### src/rtl/c7becl_excp_pkg.sv
// Shared constants and exception-priority decode for the ECL exception commit controller.
package c7becl_excp_pkg;

    // Exception codes reported to the CSR block
    localparam logic [5:0] ECODE_INT  = 6'h00;
    localparam logic [5:0] ECODE_ADEF = 6'h08;
    localparam logic [5:0] ECODE_ALE  = 6'h09;
    localparam logic [5:0] ECODE_SYS  = 6'h0B;
    localparam logic [5:0] ECODE_BRK  = 6'h0C;
    localparam logic [5:0] ECODE_INE  = 6'h0D;

    // Commit controller states
    localparam logic [0:0] ECL_ST_IDLE  = 1'b0;
    localparam logic [0:0] ECL_ST_FLUSH = 1'b1;

    typedef struct packed {
        logic        hit;
        logic [5:0]  code;
        logic [31:0] badv;
    } excp_t;

    // Fixed-priority pick of the highest exception source (interrupt first, ALE last)
    function automatic excp_t excp_decode(input logic        int_pend,
                                          input logic        adef,
                                          input logic        ine,
                                          input logic        sys,
                                          input logic        brk,
                                          input logic        ale,
                                          input logic [31:0] pc,
                                          input logic [31:0] memaddr);
        excp_t r;
        r.hit  = 1'b1;
        r.code = ECODE_INT;
        r.badv = '0;
        if (int_pend) begin
            r.code = ECODE_INT;
        end else if (adef) begin
            r.code = ECODE_ADEF;
            r.badv = pc;
        end else if (ine) begin
            r.code = ECODE_INE;
        end else if (sys) begin
            r.code = ECODE_SYS;
        end else if (brk) begin
            r.code = ECODE_BRK;
        end else if (ale) begin
            r.code = ECODE_ALE;
            r.badv = memaddr;
        end else begin
            r.hit  = 1'b0;
            r.code = '0;
        end
        return r;
    endfunction

endpackage

### src/rtl/c7becl_intr_sync.sv
// Multi-flop synchronizer for the asynchronous external interrupt level.
module c7becl_intr_sync #(
    parameter int unsigned SYNC_STAGES = 2
) (
    input  logic clk,
    input  logic rst,
    input  logic async_in,
    output logic sync_out
);

    logic [SYNC_STAGES-1:0] sync_q;

    // Shift the raw level through the flop chain
    always_ff @(posedge clk or posedge rst) begin
        if (rst) begin
            sync_q <= '0;
        end else begin
            sync_q <= {sync_q[SYNC_STAGES-2:0], async_in};
        end
    end

    assign sync_out = sync_q[SYNC_STAGES-1];

endmodule

### src/rtl/c7becl_excp.sv
// Exception/interrupt commit controller at the _w stage: strobes except/ertn to the CSR block,
// redirects fetch, and kills younger instructions for a fixed window afterwards.
module c7becl_excp
    import c7becl_excp_pkg::*;
#(
    parameter int unsigned FLUSH_CYC   = 3,
    parameter int unsigned SYNC_STAGES = 2
) (
    input  logic        clk,
    input  logic        rst,
    input  logic        exu_valid_w,
    input  logic [31:0] ifu_exu_pc_w,
    input  logic        exu_ale_w,
    input  logic [31:0] exu_memaddr_w,
    input  logic        exu_ine_w,
    input  logic        exu_sys_w,
    input  logic        exu_brk_w,
    input  logic        ifu_adef_w,
    input  logic        exu_ertn_w,
    input  logic        csr_ecl_crmd_ie,
    input  logic        csr_ecl_timer_intr,
    input  logic [31:0] csr_eentry,
    input  logic [31:0] csr_era,
    input  logic        ext_intr,
    output logic        ext_intr_sync,
    output logic        exu_ifu_except,
    output logic [5:0]  ecl_csr_exccode_w,
    output logic [31:0] ecl_csr_badv_w,
    output logic        ecl_csr_ertn_w,
    output logic        ecl_ifu_redirect,
    output logic [31:0] ecl_ifu_target,
    output logic        ecl_kill_w
);

    localparam int unsigned CNT_W = $clog2(FLUSH_CYC + 1);

    logic [0:0]       state_q, state_d;
    logic [CNT_W-1:0] cnt_q, cnt_d;
    logic             armed_q;
    logic             int_pend;
    logic             out_en;
    logic             active;
    logic             take_exc;
    logic             take_ertn;
    excp_t            dec;

    c7becl_intr_sync #(
        .SYNC_STAGES(SYNC_STAGES)
    ) u_intr_sync (
        .clk     (clk),
        .rst     (rst),
        .async_in(ext_intr),
        .sync_out(ext_intr_sync)
    );

    // Exception selection and strobe qualification
    always_comb begin
        int_pend  = csr_ecl_crmd_ie & (csr_ecl_timer_intr | ext_intr_sync);
        dec       = excp_decode(int_pend, ifu_adef_w, exu_ine_w, exu_sys_w, exu_brk_w,
                                exu_ale_w, ifu_exu_pc_w, exu_memaddr_w);
        // Outputs stay quiet during reset and for the first cycle after it
        out_en    = armed_q & ~rst;
        active    = out_en & (state_q == ECL_ST_IDLE) & exu_valid_w;
        take_exc  = active & dec.hit;
        take_ertn = active & exu_ertn_w & ~dec.hit;
    end

    // Output drive; data buses are zero whenever no strobe fires
    always_comb begin
        exu_ifu_except    = take_exc;
        ecl_csr_ertn_w    = take_ertn;
        ecl_ifu_redirect  = take_exc | take_ertn;
        ecl_csr_exccode_w = take_exc ? dec.code : 6'h00;
        ecl_csr_badv_w    = take_exc ? dec.badv : 32'h0;
        ecl_ifu_target    = take_exc ? csr_eentry : (take_ertn ? csr_era : 32'h0);
        ecl_kill_w        = take_exc | (out_en & (state_q == ECL_ST_FLUSH));
    end

    // Next-state: enter FLUSH on any redirect, leave after FLUSH_CYC cycles
    always_comb begin
        state_d = state_q;
        cnt_d   = cnt_q;
        if (state_q == ECL_ST_IDLE) begin
            if (take_exc | take_ertn) begin
                state_d = ECL_ST_FLUSH;
                cnt_d   = CNT_W'(FLUSH_CYC);
            end
        end else begin
            if (cnt_q == CNT_W'(1)) begin
                state_d = ECL_ST_IDLE;
                cnt_d   = '0;
            end else begin
                cnt_d   = cnt_q - CNT_W'(1);
            end
        end
    end

    // State, counter and post-reset arm flop
    always_ff @(posedge clk or posedge rst) begin
        if (rst) begin
            state_q <= ECL_ST_IDLE;
            cnt_q   <= '0;
            armed_q <= 1'b0;
        end else begin
            state_q <= state_d;
            cnt_q   <= cnt_d;
            armed_q <= 1'b1;
        end
    end

endmodule

### config.mk
export PLATFORM = sky130hd
export DESIGN_NAME = c7becl_excp
export DESIGN_NICKNAME = d
export VERILOG_FILES = /design/src/rtl/c7becl_excp_pkg.sv /design/src/rtl/c7becl_intr_sync.sv /design/src/rtl/c7becl_excp.sv
export SDC_FILE = /design/constraint.sdc
export NUM_CORES = 1
export LEC_CHECK = 0
export BUFFER_PORTS_ARGS = -buffer_cell sky130_fd_sc_hd__clkbuf_2
export CAP_MARGIN = 0
export CORE_AREA = 2 2 84 86
export DETAILED_ROUTE_END_ITERATION = 10
export DIE_AREA = 0 0 86 88
export PLACE_DENSITY = 0.66
export SLEW_MARGIN = 20
export SYNTH_ARGS = -nofsm -noshare
export SYNTH_HDL_FRONTEND = slang
export SYNTH_SLANG_ARGS = --single-unit
### constraint.sdc
create_clock -name clk -period 2.2 [get_ports clk]
set_input_delay 0.44 -clock clk [delete_from_list [all_inputs] [get_ports clk]]
set_output_delay 0.44 -clock clk [all_outputs]
set_load 0.01 [all_outputs]
Yosys cells after proc, flatten, opt, wreduce, memory -nomap -nowiden
Index checks and enable logic that the tools add are counted.

storage, ports and cells
  output and inout port bits = 75
  register bits after elaboration = 6

cells by class
  $add $sub $neg = 1
  reductions and logical operators = 1
  muxes and demuxes = 27
  bitwise gates (word level) = 14
  equality and inequality tests = 1

operators by type and width
  operator                                              number
  two-way mux 32 bit                                    8
  two-way mux 36 bit                                    1
  two-way mux 4 bit                                     5
  two-way mux 1 bit                                     9
  bitwise AND 1 bit                                     8
  two-way mux 2 bit                                     3
  two-way mux 6 bit                                     1
  NOT 1 bit                                             3
  bitwise OR 1 bit                                      3
  equality test 2 x 1 -> 1 bit (second input constant)  1
  nonzero test 2 bit                                    1
  subtractor 2 x 1 -> 2 bit (second input constant)     1

Logic depth before layout (Yosys ltp)
  depth after elaboration = 11
  gate-level depth with buffers = 6
  gate-level depth less buffers = 4

Modules after synthesis
A second synthesis with hierarchy kept.

second synthesis, totals
  cell total of the unflattened synthesis = 163
  area, all modules = 1,191.1 sq um

modules (own cells, without submodules)
  module            cells an instance  instances  area each (sq um)  seq. area each (sq um)
  c7becl_excp       160                1          1,137.3            100.1
  c7becl_intr_sync  3                  1          53.8               50.0

Least setup slack after synthesis
No wires, ideal clock.

  kind = input -> output
  start = input port ifu_adef_w
  end = output port ecl_ifu_target[10]
  setup slack = -101 ps
  path buffers = 2
  arrival = 1,861 ps
  data required time = 1,760 ps
  cell stages on the path = 5
  cells stage by stage = buf_2 > or4_4 > nor3_4 > buf_6 > mux2i_1

between the ends
  word-level cells in the longest chain between the ends = 6

ends and longest elaborated chain
  element                 line                   source
  start: declaration      c7becl_excp.sv:18      input logic ifu_adef_w,
  two-way mux 1 bit (*)   c7becl_excp_pkg.sv:37  end else if (adef) begin
  two-way mux 1 bit (*)   c7becl_excp_pkg.sv:35  if (int_pend) begin
  NOT 1 bit               c7becl_excp.sv:65      take_ertn = active & exu_ertn_w & ~dec.hit;
  bitwise AND 1 bit       c7becl_excp.sv:65
  two-way mux 32 bit      c7becl_excp.sv:75      ecl_ifu_target = take_exc ? csr_eentry : (take_ertn ? csr_era : 32'h0);
  two-way mux 32 bit (*)  c7becl_excp.sv:75
  end: declaration        c7becl_excp.sv:31      output logic [31:0] ecl_ifu_target,

Mark *: on every way between the ends. The rest lies on a longest branch, timed or not.

Final worst setup path
  start = input port ifu_adef_w
  end = output port ecl_ifu_target[0]

Same word-level chain as after synthesis.

==> impl_metrics.json <==
{
  "synth_most_common_cell": "nor2_1",
  "routedWlPerCell_microns": 15.8,
  "crit_path_start_kind": "primary input",
  "synth_cells": 234,
  "placed_area_sq_um": 2760,
  "dr_total_vias": 2644,
  "firstDrtPassIters": 5,
  "antenna_found_initial": 0,
  "grt_pass1_vias": 2366,
  "die_width_microns": 86,
  "drcViolationCount": 0,
  "holdWs_ns": 0.171,
  "gr-total-overflow": 0,
  "outcome": "finished with violations",
  "internal_power_uw": 565,
  "fin_area_sq_um": 3610,
  "crit_top_cell": "buf_6",
  "cp_cell_sequence": "buf_6 > or4_4 > nor3_4 > buf_6 > clkbuf_16 > mux2i_1 > buf_2",
  "gp_congestion": 0.771,
  "layout.nets": 597,
  "rsz0062_at_grt": "yes",
  "grt_use_total": 0.177,
  "synth_cell_types": 29,
  "switching_share": 0.408,
  "wirelength_microns": 8450,
  "cts_tree": "built",
  "p_leak_nw": 1.66,
  "syn-cell-area_sq_um": 1530,
  "yosysSeqAreaShare": 0.0979,
  "clkTransAtPathRegs_ns": 0.04,
  "setup_tns_ns": -11.52,
  "fp.dieH_microns": 88,
  "yosys_warnings": 0,
  "pin_count": 215,
  "core_sq_um": 6640,
  "rows": 30,
  "clkLatencyLatePin_ns": 0.23,
  "drive_gt1_frac": 0.659,
  "drtAntennaViolNets": 0,
  "yosys.area.top_type": "mux2i_1",
  "num_antenna_cells": 0,
  "crit_type": "primary input to output port",
  "hold_viol_final": 0,
  "start_util": 0.231,
  "skew_ns": 0.00556,
  "hpwlAfterDp_microns": 5250,
  "crit_buf_inv": 4,
  "slew_viol_final": 0,
  "setup_violations": 66,
  "power_switching_uw": 389,
  "ctsRootBufferMaster": "clkbuf_8",
  "powerDensity_nw_per_um2": 265,
  "hold_class": "primary input to asynchronous set/reset pin",
  "pwr-share-seq": 0.172,
  "fin_crit_sh": 1.12,
  "area_delta_synth_final_pct": 135,
  "synth.avg_cell_area_sq_um": 6.56,
  "synth_edf_count": 0,
  "grt_start_max_net_pins": 68,
  "die-area_sq_um": 7570,
  "io_buffer_count": 212,
  "pwr-share-comb": 0.650,
  "vias_per_cell": 4.95,
  "numCtsBuffers": 3,
  "synth_top_area_frac": 0.209,
  "worst_ir_drop_vdd_v": 0.000465,
  "synth_common_cells": "nor2_1, nand2_1, nand3_1",
  "synth_area_leaders": "mux2i_1, a32oi_1, nand3_1, dfrtp_1, nor2_1",
  "maxCapViolations": 0,
  "required_ns": 1.76,
  "slowest_stage": "or4_4",
  "cts.htree.levels": 1,
  "numClockSinks": 6,
  "slowest_delay_ns": 0.56,
  "clockBufferDepth": 2,
  "yosys_register_bits": 6,
  "synthFlopType": "dfrtp_1",
  "postCtsHoldBufs": 0,
  "period_minus_slack_ns": 2.47,
  "failed_checks": "negative setup slack",
  "setup_slack_ns": -0.272,
  "async_flop_share": 1.00,
  "fmax_ghz": 0.405,
  "drt_iter0_drc": 105,
  "timing.critical_path.to_type": "output port",
  "clockPowerShare": 0.178,
  "path_max_fanout": 8,
  "grt_pass1_wl_microns": 11000,
  "worst_ep_arrival_time_ns": 2.03,
  "crit_family": "simple AND/OR/NAND/NOR gates"
}
-- cell families after synthesis --
logic type,count (synthesis),share of synthesized area
muxes,32,0.209
and+or+nand+nor,111,0.326
other,2,0.00490
AOI/OAI and AO/OA,43,0.234
adders and majority gates,1,0.00816
DFF,6,0.0979
buffers and inverters,39,0.120
-- metal layers --
layer  vias to the layer above  wire [microns]  track usage
li1                       1309               -            -
met5                         -               0            0
met2                       115            4430        0.307
met4                         0              79       0.0404
met3                         9             559       0.0283
met1                      1211            3380        0.230
-- per-stage QoR --
| stage | std cells | utilization | setup WS (ns) | power, mW |
|---|---|---|---|---|
| 2_1_floorplan | 235 | - | -0.0281 | 0.408 |
| 3_3_place_gp | 511 | 0.416 | -0.196 | 0.643 |
| 3_5_place_dp | 511 | 0.416 | -0.230 | 0.655 |
| 4_1_cts | 531 | 0.476 | -0.221 | 0.895 |
| 5_1_grt | 534 | 0.543 | -0.327 | 1.03 |
| 6_report | 534 | 0.543 | -0.272 | 0.955 |
-- sequential cells by signal, indices dropped and copies added (netlist names) --
signal	cells
state_q	1
armed_q	1
cnt_q	2
u_intr_sync.sync_q	2
-- final timing paths --
path | to | depth (start not counted) | startpoint | slack, ns
min reg2reg | u_intr_sync.sync_q[1] | 0 | u_intr_sync.sync_q[0] | 0.34
min | cnt_q[1] | 2 | rst | 0.17
min in group clk | u_intr_sync.sync_q[0] | 1 | ext_intr | 0.32
max reg2reg | cnt_q[0] | 7 | state_q | 0.72
max in group asynchronous | u_intr_sync.sync_q[0] | 2 | rst | 1.80
max | ecl_ifu_target[0] | 7 | ifu_adef_w | -0.27
-- layout make-up --
type	count	area [sq um]
repair buffers	247	1730
multi-input cells	190	1550
clock buffers	3	41.3
inverters	8	32.5
fillers	628	3030
flip-flops and latches	6	150
well taps	80	100
-- timing repair --
item,in CTS,in global routing
setup buffers,11,5
setup endpoints to repair,66,71
gates resized for setup,46,144
cloned,6,3
pin swaps,23,20
-- worst reg2reg max path, stage by stage (launching register included) --
cell and delay, ns:
dfrtp_1 0.40, nor4bb_4 0.30, buf_4 0.17, buf_6 0.10, buf_4 0.11, o41ai_4 0.06, buf_4 0.14, a21oi_1 0.13
-- placed cells by master (no fill, tap or decap), drive strengths merged --
cell type,synthesis,routed
and2,2,2
or4,1,1
and3,1,1
inv,8,8
o21ai,2,2
mux2i,32,32
nand2,33,33
clkbuf,19,152
dfrtp,6,6
a21oi,2,2
o211ai,1,1
o21a,2,2
nor4,2,2
o41ai,1,1
ha,1,1
nor3,4,4
nor2,34,34
buf,12,98
nor4bb,1,1
a32oi,32,32
a221oi,1,1
a32o,1,1
a311oi,1,1
conb,2,3
nand3,33,33
-- power by group through the flow --
stage / Sequential (mW) / Clock [mW] / Combinational, mW
after floorplan: 0.165 / 0 / 0.243
after global placement: 0.165 / 0 / 0.479
after detailed placement: 0.165 / 0 / 0.490
after CTS: 0.164 / 0.173 / 0.558
after global routing: 0.167 / 0.184 / 0.677
final: 0.164 / 0.170 / 0.621
Note: power is estimated with default switching activity, not from simulation.
